`src/rtl/ex_div_unit.sv`:
```
// Iterative radix-2 restoring divider for DIV/DIVU in the EX stage.
// One quotient bit per cycle; returns {remainder, quotient} with a ready flag.
module ex_div_unit #(
  parameter int WIDTH = 32,
  parameter int CNT_W = 6
) (
  input  logic               clk,
  input  logic               rst,
  input  logic               signed_div_i,
  input  logic [WIDTH-1:0]   opdata1_i,
  input  logic [WIDTH-1:0]   opdata2_i,
  input  logic               start_i,
  input  logic               annul_i,
  output logic [2*WIDTH-1:0] result_o,
  output logic               ready_o,
  output logic               busy_o
);

  typedef enum logic [1:0] {
    ST_FREE   = 2'd0,
    ST_BYZERO = 2'd1,
    ST_ON     = 2'd2,
    ST_END    = 2'd3
  } state_t;

  state_t               state_q, state_d;
  logic [CNT_W-1:0]     cnt_q, cnt_d;
  logic [WIDTH-1:0]     rem_q, rem_d;
  logic [WIDTH-1:0]     quo_q, quo_d;
  logic [WIDTH-1:0]     dsor_q, dsor_d;
  logic                 neg_quo_q, neg_quo_d;
  logic                 neg_rem_q, neg_rem_d;
  logic [2*WIDTH-1:0]   result_q, result_d;
  logic                 ready_q, ready_d;

  logic [WIDTH-1:0]     abs_a, abs_b;
  logic [WIDTH:0]       shifted;
  logic [WIDTH:0]       trial;

  assign abs_a = (signed_div_i && opdata1_i[WIDTH-1]) ? -opdata1_i : opdata1_i;
  assign abs_b = (signed_div_i && opdata2_i[WIDTH-1]) ? -opdata2_i : opdata2_i;

  // shifted < 2*divisor, so bit WIDTH of the difference doubles as the borrow
  assign shifted = {rem_q, quo_q[WIDTH-1]};
  assign trial   = shifted - {1'b0, dsor_q};

  assign busy_o = (state_q == ST_BYZERO) || (state_q == ST_ON) ||
                  ((state_q == ST_FREE) && start_i && !annul_i);

  always_ff @(posedge clk) begin
    if (rst) begin
      state_q   <= ST_FREE;
      cnt_q     <= '0;
      rem_q     <= '0;
      quo_q     <= '0;
      dsor_q    <= '0;
      neg_quo_q <= 1'b0;
      neg_rem_q <= 1'b0;
      result_q  <= '0;
      ready_q   <= 1'b0;
    end else begin
      state_q   <= state_d;
      cnt_q     <= cnt_d;
      rem_q     <= rem_d;
      quo_q     <= quo_d;
      dsor_q    <= dsor_d;
      neg_quo_q <= neg_quo_d;
      neg_rem_q <= neg_rem_d;
      result_q  <= result_d;
      ready_q   <= ready_d;
    end
  end

  always_comb begin
    state_d   = state_q;
    cnt_d     = cnt_q;
    rem_d     = rem_q;
    quo_d     = quo_q;
    dsor_d    = dsor_q;
    neg_quo_d = neg_quo_q;
    neg_rem_d = neg_rem_q;
    result_d  = result_q;
    ready_d   = ready_q;

    case (state_q)
      ST_FREE: begin
        ready_d  = 1'b0;
        result_d = '0;
        if (start_i && !annul_i) begin
          dsor_d    = abs_b;
          quo_d     = abs_a;
          rem_d     = '0;
          cnt_d     = '0;
          neg_quo_d = signed_div_i && (opdata1_i[WIDTH-1] ^ opdata2_i[WIDTH-1]);
          neg_rem_d = signed_div_i && opdata1_i[WIDTH-1];
          state_d   = (opdata2_i == '0) ? ST_BYZERO : ST_ON;
        end
      end
      ST_BYZERO: begin
        result_d = '0;
        ready_d  = 1'b1;
        state_d  = ST_END;
      end
      ST_ON: begin
        if (annul_i) begin
          state_d   = ST_FREE;
          cnt_d     = '0;
          rem_d     = '0;
          quo_d     = '0;
          dsor_d    = '0;
          neg_quo_d = 1'b0;
          neg_rem_d = 1'b0;
          ready_d   = 1'b0;
        end else if (cnt_q != CNT_W'(WIDTH)) begin
          quo_d = {quo_q[WIDTH-2:0], ~trial[WIDTH]};
          rem_d = trial[WIDTH] ? shifted[WIDTH-1:0] : trial[WIDTH-1:0];
          cnt_d = cnt_q + CNT_W'(1);
        end else begin
          result_d = {(neg_rem_q ? -rem_q : rem_q), (neg_quo_q ? -quo_q : quo_q)};
          ready_d  = 1'b1;
          state_d  = ST_END;
        end
      end
      ST_END: begin
        if (!start_i) begin
          state_d  = ST_FREE;
          ready_d  = 1'b0;
          result_d = '0;
        end
      end
      default: state_d = ST_FREE;
    endcase
  end

  assign result_o = result_q;
  assign ready_o  = ready_q;

endmodule

```
`config.mk`:
```
export PLATFORM = sky130hd
export DESIGN_NAME = ex_div_unit
export DESIGN_NICKNAME = d
export VERILOG_FILES = /design/src/rtl/ex_div_unit.sv
export SDC_FILE = /design/constraint.sdc
export NUM_CORES = 1
export LEC_CHECK = 0
export CAP_MARGIN = 10
export CORE_MARGIN = 2
export CORE_UTILIZATION = 40
export CTS_BUF_LIST = sky130_fd_sc_hd__clkbuf_16
export DETAILED_ROUTE_END_ITERATION = 10
export HOLD_SLACK_MARGIN = 0.02
export PLACE_DENSITY = 0.59
export SYNTH_ARGS = -nofsm -noshare
export SYNTH_HDL_FRONTEND = slang
export SYNTH_SLANG_ARGS = --single-unit
```
`constraint.sdc`:
```
create_clock -name clk -period 6.8 [get_ports clk]
set_clock_uncertainty 0.2 [all_clocks]
set_input_delay 1.36 -clock clk [delete_from_list [all_inputs] [get_ports clk]]
set_output_delay 1.36 -clock clk [all_outputs]
set_load 0.01 [all_outputs]
```
==> summary.txt, run 1 <==
Final layout
  • Signed area change from the synthesized netlist to the final layout: 19.7%
  • Proportion of layout cells with a drive suffix above 1: between 5 and 6%
  • Final std cell area, no fill: 13000 um^2
  • Post-layout nets: approximately 1600
  • Number of filler instances in the final layout: 2589
  • ANT cells: 0

Floorplan
  • Full die area: 28400 um^2
  • Initial standard-cell utilization of the core: 40.5%
  • Io pins: 135
  • Horizontal extent of the die: 169 um
  • Placement row count: 60
  • Vertical die dimension: 169 um
  • Core area: between 20000 and 30000 um^2

Detailed routing
  • Total via count after detailed routing: 10100
  • Routed Wire Length: ~32 mm
  • Number of detailed-routing iterations run before antenna repair: 7
  • Number of DRC markers in iteration 0: 796
  • WL per Instance: 17.9 um
  • Post-route antenna net violation count: 0
  • Vias per inst: 5.62
  • Number of remaining DRC errors: 0

Logic synthesis
  • Synth area leaders: dfxtp_1 (32%), xnor2_1 (7.5%), o21ai_0 (5.2%), ha_1 (4.8%), nor2_1 (4.8%)
  • Cell with the most instances after synthesis: dfxtp_1
  • Async set-or-reset flop fraction in the synthesized netlist: 0%
  • Count of flip-flops with a built-in enable after synthesis: 0
  • Post-synth cell types: between 70 and 80
  • Synthesis Warnings: 0
  • Number of instances in the synthesized netlist: approximately 1400
  • Post-synthesis instance area: 10800 um^2
  • FF+latch count, synth: 171
  • Synth Flop Type: dfxtp_1
  • Area leader, netlist: dfxtp_1
  • Mean Syn Cell Area: 8.03 um^2
  • Part of the Yosys area used for sequential elements: 31.6%
  • Fraction of synthesized cell area taken by the top area cell type: approximately a third
  • Most used standard cells in the synthesized netlist: dfxtp_1 (171), nor2_1 (139), nand2_1 (113)
  • Synthesized net count: 1463

Pwr
  • Share of power burned in combinational logic: about half
  • Portion of total power attributed to sequential cells: 27.9%
  • Total leakage power: roughly 4.8 nW
  • Sw frac: between 40% and 50%
  • Fraction of power consumed by the clock network: 20.7%
  • Power per cell area: between 300 and 400 nW/um^2
  • Total power draw: 0.00483 W
  • Peak ir drop on the vdd network: 0.189 mV
  • Internal Dissipation: between 0.002 and 0.003 W
  • Reported net switching power: roughly 0.0021 W

Global routing
  • Routing usage on met3: 3.11%
  • Pin count of the biggest net entering global routing: 58
  • Met2 Usage GRT: 33.5%
  • Aggregate global-route resource usage: 22.5%
  • Via count of the first global-routing pass: slightly above 9000
  • Initial antenna violation count: 0
  • Global-route wire length before repair: just over 50 mm
  • Global-route track usage on met1: between 30% and 40%
  • Total gr overflow: 0
  • Most Used Layer, Global Route: met1

Placement
  • HPWL after detailed placement: ~24 mm
  • Final Wtd Congestion: 0.886
  • Worst setup slack before clock tree synthesis: 2.27 ns
  • Number of I/O port buffers: 134
  • Cell area after placement: about 12000 um^2

CTS
  • Cell at the root of the clock tree: clkbuf_16
  • CTS tree: done
  • Post-CTS repair timing setup buffer count: 0
  • Number of buffers inserted during clock tree synthesis: 17
  • H-tree level count: 4
  • CTS-repair resized insts: 0
  • Reg clk slew, reported paths: 0.07 ns
  • Maximum root-to-sink buffer count: 2
  • Total of hold buffers inserted after clock tree synthesis: 0
  • Clock latency reported for the late side of the worst-skew pair: 0.43 ns
  • Number of sinks on the clock net: 171

Timing
  • Final worst path period share: 66.5%
  • Shortest period the worst path allows: 4.52 ns
  • Final Hold Fails: 0
  • Worst-case setup margin in the final layout: 2.28 ns
  • Rel. slew slack: 20.4%
  • Post-Route Setup TNS: 0 ns
  • Slew Limit Fails: 0
  • Peak Freq: 221 MHz
  • Worst Tran Pin Value: approximately 1.2 ns
  • Final number of setup-violating endpoints: 0
  • Worst hold margin: 0.266 ns
  • RSZ-0062 raised after global routing: no

Worst setup path
  • Critical Path Sink Type: output port
  • CP Cell Sequence: clkdlybuf4s50_1 > nand3b_1 > nand2b_1 > clkdlybuf4s50_1
  • Maximum fanout encountered on the critical timing path: 11
  • Data arrival time of the critical path: 2.96 ns
  • Worst-path cell with the longest stage delay: clkdlybuf4s50_1
  • Critical Path Max Stage Delay: 0.61 ns
  • Worst endpoint required time: 5.24 ns
  • Critical Path Most Common Cell: clkdlybuf4s50_1
  • Crit path kind: in2out
  • Critical Path Source Type: input pin

Min path
  • Class of the worst hold path: reg2reg

Status
  • Status: complete, no violations

Flow run
  • Number of max-capacitance violations reported: 0
-- critical path, delay by kind of cell --
kind / cells / cell delay [ns]
buffers and inverters: 2 / 1.15
AND/OR/NAND/NOR: 2 / 0.45
-- final timing paths --
kind,startpoint,end,slack (ns),depth (start not counted)
max,annul_i,busy_o,2.28,4
min reg2reg,ready_o,ready_o,0.27,2
min,ready_o,ready_o,0.27,2
max reg2reg,rem_q[6],rem_q[0],2.63,11
-- kinds of logic after synthesis --
logic type / count (synthesis) / share of synthesized area, %
compound gates: 426 / 26.4
xor+xnor: 144 / 11.6
fa+ha+maj: 43 / 5.03
buf+inv: 137 / 4.97
flops: 171 / 31.6
mux: 30 / 2.79
simple gates: 400 / 17.6
-- state kept, by name (all words and copies together) (netlist names) --
name / cells
result_o: 64
neg_rem_q: 1
cnt_q: 6
ready_o: 1
rem_q: 32
neg_quo_q: 1
dsor_q: 32
state_q: 2
quo_q: 32
-- power groups by stage --
stage                     clock, W  combinational (W)  sequential [W]
after floorplan                  0            0.00198         0.00127
after global placement           0            0.00245         0.00136
after detailed placement         0            0.00246         0.00136
after CTS                  0.00102            0.00247         0.00134
after global routing       0.00106            0.00275         0.00137
final                      0.00100            0.00248         0.00135
-- area by class of cell --
cell class / count / area, um^2 / share of cell area [%]
Timing Repair Buffer: 147 / 1430 / 11.1
Multi-Input combinational cell: 1043 / 6890 / 53.1
Sequential cell: 171 / 3420 / 26.4
Clock buffer: 17 / 425 / 3.28
Clock inverter: 13 / 159 / 1.22
Tap cell: 341 / 427 / 3.29
Inverter: 59 / 221 / 1.71
-- metal layers --
layer / part of all wire, % / wire, um
met1: 53 / 16900
met5: 0 / 0
met4: 0.68 / 219
met3: 4.1 / 1310
met2: 43 / 13700
-- layout by cell type (no fill, tap or decap), drive strengths merged, types with 20 or more instances in the layout --
master | Yosys | final
nand2 | 113 | 113
ha | 42 | 42
nor2 | 139 | 139
o22ai | 31 | 31
a21oi | 76 | 76
a22oi | 48 | 48
dfxtp | 171 | 171
o21ai | 120 | 120
o31ai | 33 | 33
clkdlybuf4s50 | 0 | 133
or3 | 20 | 20
mux2i | 28 | 28
inv | 59 | 66
xnor2 | 93 | 93
xor2 | 51 | 51
-- metrics by stage --
step                      util, %  std cells
after floorplan                 -       1351
after global placement       46.2       1761
after detailed placement     46.2       1761
after CTS                    48.4       1791
after global routing         48.4       1791
final                        48.4       1791
Power figures use the tool's default switching activity.
==> inputs of run 2 (changes only) <==
==> constraint.sdc (replaced) <==
create_clock -name clk -period 4.35 [get_ports clk]
set_clock_uncertainty 0.2 [all_clocks]
set_input_delay 0.87 -clock clk [delete_from_list [all_inputs] [get_ports clk]]
set_output_delay 0.87 -clock clk [all_outputs]
set_load 0.01 [all_outputs]
==> run 2 against run 1 <==
Against the previous run:
- via count increased by 1.8%
- highest routed layer unchanged
- sequential power increased by 55%
- hold slack improved by 0.0044 ns
- sequential share of layout area decreased by 0.40 points
- clock power increased by 57%
- combinational power increased by 62%
==> summary.txt, run 2 (same netlist as run 1, synthesis figures left out) <==
Global routing
  • Total gr overflow: 0 (unchanged)
  • Global-route wire length before repair: 52.1 mm (was 51.2 mm)
  • Aggregate global-route resource usage: 22.8% (was 22.5%)
  • Pin count of the biggest net entering global routing: 86 (was 58)
  • Initial antenna violation count: 0 (unchanged)
  • Via count of the first global-routing pass: 9238 (was 9195)

Flow run
  • Number of max-capacitance violations reported: 0 (unchanged)

Timing
  • Final worst path period share: 88.9%
  • Shortest period the worst path allows: ~3.9 ns
  • Worst hold margin: 0.271 ns (was 0.266 ns)
  • RSZ-0062 raised after global routing: no (unchanged)
  • Worst Tran Pin Value: 1.20 ns (was 1.19 ns)
  • Post-Route Setup TNS: 0 ns (unchanged)
  • Peak Freq: 259 MHz
  • Rel. slew slack: 19.7% (was 20.4%)
  • Slew Limit Fails: 0 (unchanged)
  • Final Hold Fails: 0 (unchanged)
  • Final number of setup-violating endpoints: 0 (unchanged)

Final layout
  • Commonest non-fill, non-tap cell in the layout: dfxtp_1 (unchanged)
  • Highest-count cells in the layout ignoring fill and taps: dfxtp_1 (171), nor2_1 (138), clkdlybuf4s50_1 (133), nand2_1 (113), o21ai_0 (112) (unchanged)
  • Post-layout nets: 1574 (was 1551)
  • Proportion of layout cells with a drive suffix above 1: 6.78% (was 5.17%)
  • ANT cells: 0 (unchanged)
  • Signed area change from the synthesized netlist to the final layout: 21.5% (was 19.7%)
  • Final core utilization: 49.2% (was 48.4%)
  • Number of flip-flops under the largest register name: 64 (unchanged)
  • Final std cell area, no fill: 13200 um^2 (was 13000 um^2)

Pwr
  • Total leakage power: 4.91 nW (was 4.78 nW)
  • Power per cell area: 583 nW/um^2 (was 372 nW/um^2)
  • Total power draw: 0.00769 W (was 0.00483 W)
  • Peak ir drop on the vdd network: 0.315 mV (was 0.189 mV)

CTS
  • Number of sinks on the clock net: 171 (unchanged)
  • Total of hold buffers inserted after clock tree synthesis: 0 (unchanged)
  • H-tree level count: 4 (unchanged)
  • Post-CTS repair timing setup buffer count: 0 (unchanged)
  • Cell at the root of the clock tree: clkbuf_16 (unchanged)
  • Reg clk slew, reported paths: 0.08 ns (was 0.07 ns)
  • CTS-repair resized insts: 0 (unchanged)
  • Maximum root-to-sink buffer count: 2 (unchanged)
  • Clock latency reported for the late side of the worst-skew pair: 0.44 ns (was 0.43 ns)
  • CTS tree: done (unchanged)
  • Number of buffers inserted during clock tree synthesis: 17 (unchanged)

Status
  • Status: complete, no violations (unchanged)

Placement
  • HPWL after detailed placement: 24.8 mm (was 24.3 mm)
  • Number of I/O port buffers: 134 (unchanged)
  • Cell area after placement: 12600 um^2 (was 12400 um^2)
  • Final Wtd Congestion: 0.874 (was 0.886)

Worst setup path
  • Maximum fanout encountered on the critical timing path: 25 (was 11)
  • Critical Path Sink Type: flop (was output port)
  • Worst endpoint required time: 4.44 ns (was 5.24 ns)
  • Critical Path Source Type: flop (was input pin)
  • Data arrival time of the critical path: 3.96 ns (was 2.96 ns)
  • Terminus of the critical flop-to-flop path: quo_q[0] (was rem_q[0])
  • Number of cells on the worst reg-to-reg path: 12 (was 11)
  • Crit path kind: reg2reg (was in2out)
  • Reg-to-reg slack, setup: 0.48 ns (was 2.63 ns)
  • Critical R2R Launch: dsor_q[5] (was rem_q[6])

Floorplan
  • Core area: 26800 um^2 (unchanged)
  • Initial standard-cell utilization of the core: 40.5% (unchanged)
  • Io pins: 135 (unchanged)
  • Placement row count: 60 (unchanged)
  • Vertical die dimension: 169 um (unchanged)
  • Horizontal extent of the die: 169 um (unchanged)
  • Full die area: 28400 um^2 (unchanged)

Detailed routing
  • WL met3: 1.59 mm (was 1.31 mm)
  • Vias per inst: 5.64 (was 5.62)
  • Number of DRC markers in iteration 0: 938 (was 796)
  • Routed Wire Length: 32.4 mm (was 32.1 mm)
  • Top routing layer used: met4 (unchanged)
  • Total via count after detailed routing: 10300 (was 10100)
  • Post-route antenna net violation count: 0 (unchanged)
  • Number of remaining DRC errors: 0 (unchanged)
  • WL per Instance: 17.8 um (was 17.9 um)
  • Detailed-routed wire length on met2: 13.6 mm (was 13.7 mm)
  • Number of detailed-routing iterations run before antenna repair: 5 (was 7)
  • Post-route met1 wirelength: 16.9 mm (about the same)

Min path
  • Worst hold path stage count: 2 (unchanged)
  • Launch instance of the worst min-delay path: ready_o (unchanged)
  • Worst Hold Path EP: ready_o (unchanged)
  • Class of the worst hold path: reg2reg (unchanged)
## run 2: power breakdown
part | internal, W | switching, W
Sequential | 0.00177 | 0.000317
Combinational | 0.00171 | 0.00232
Clock | 0.000825 | 0.000746
## run 2: worst max path at each step
stage               slack [ns]         end           from  depth (start not counted)
global route              0.28    quo_q[0]      dsor_q[7]                         12
finish                    0.48    quo_q[0]      dsor_q[5]                         12
CTS                       0.52    quo_q[0]      dsor_q[5]                         12
floorplan                 1.11   quo_q[29]  opdata1_i[12]                          8
global placement          0.35  dsor_q[24]   opdata2_i[4]                          9
detailed placement        0.31  dsor_q[24]   opdata2_i[4]                          9
## run 2: layout make-up
type                    instances  area, um^2
multi-input cells            1043        6890
well taps                     341         427
fillers                      2610       13600
repair buffers                170        1620
clock buffers                  17         425
inverters                      59         221
flip-flops and latches        171        3420
clock inverters                15         175
## run 2: through the flow
stage	setup WS, ns	cells
2_1_floorplan	1.11	1351
3_3_place_gp	0.349	1783
3_5_place_dp	0.305	1783
4_1_cts	0.520	1815
5_1_grt	0.280	1816
6_report	0.483	1816
## run 2: per-layer routing
layer / GRT usage, % / up-vias
met5: 0 / -
met4: 4.31 / 0
met3: 3.69 / 19
met2: 33.4 / 257
met1: 35.2 / 4846
li1: - / 5129
## run 2: critical path, stage by stage, from the launching register on
cell and delay (ns):
dfxtp_1 0.31, inv_1 0.05, ha_1 0.37, a2111oi_1 0.53, a21oi_1 0.12, o211ai_1 0.18
nand3_1 0.25, o31ai_4 0.35, a21oi_1 0.15, or3b_1 0.58, buf_12 0.26, a221oi_1 0.29
nor2_1 0.06
==> inputs of run 3 (changes only) <==
--- a/config.mk
+++ b/config.mk
@@ -9,9 +9,11 @@
 export CORE_MARGIN = 2
 export CORE_UTILIZATION = 40
 export CTS_BUF_LIST = sky130_fd_sc_hd__clkbuf_16
+export CTS_CLUSTER_DIAMETER = 30
 export DETAILED_ROUTE_END_ITERATION = 10
 export HOLD_SLACK_MARGIN = 0.02
 export PLACE_DENSITY = 0.59
 export SYNTH_ARGS = -nofsm -noshare
 export SYNTH_HDL_FRONTEND = slang
 export SYNTH_SLANG_ARGS = --single-unit
+export TNS_END_PERCENT = 5
==> results of run 3 <==
No change in the layout: final DEF, timing and power equal those of run 2.
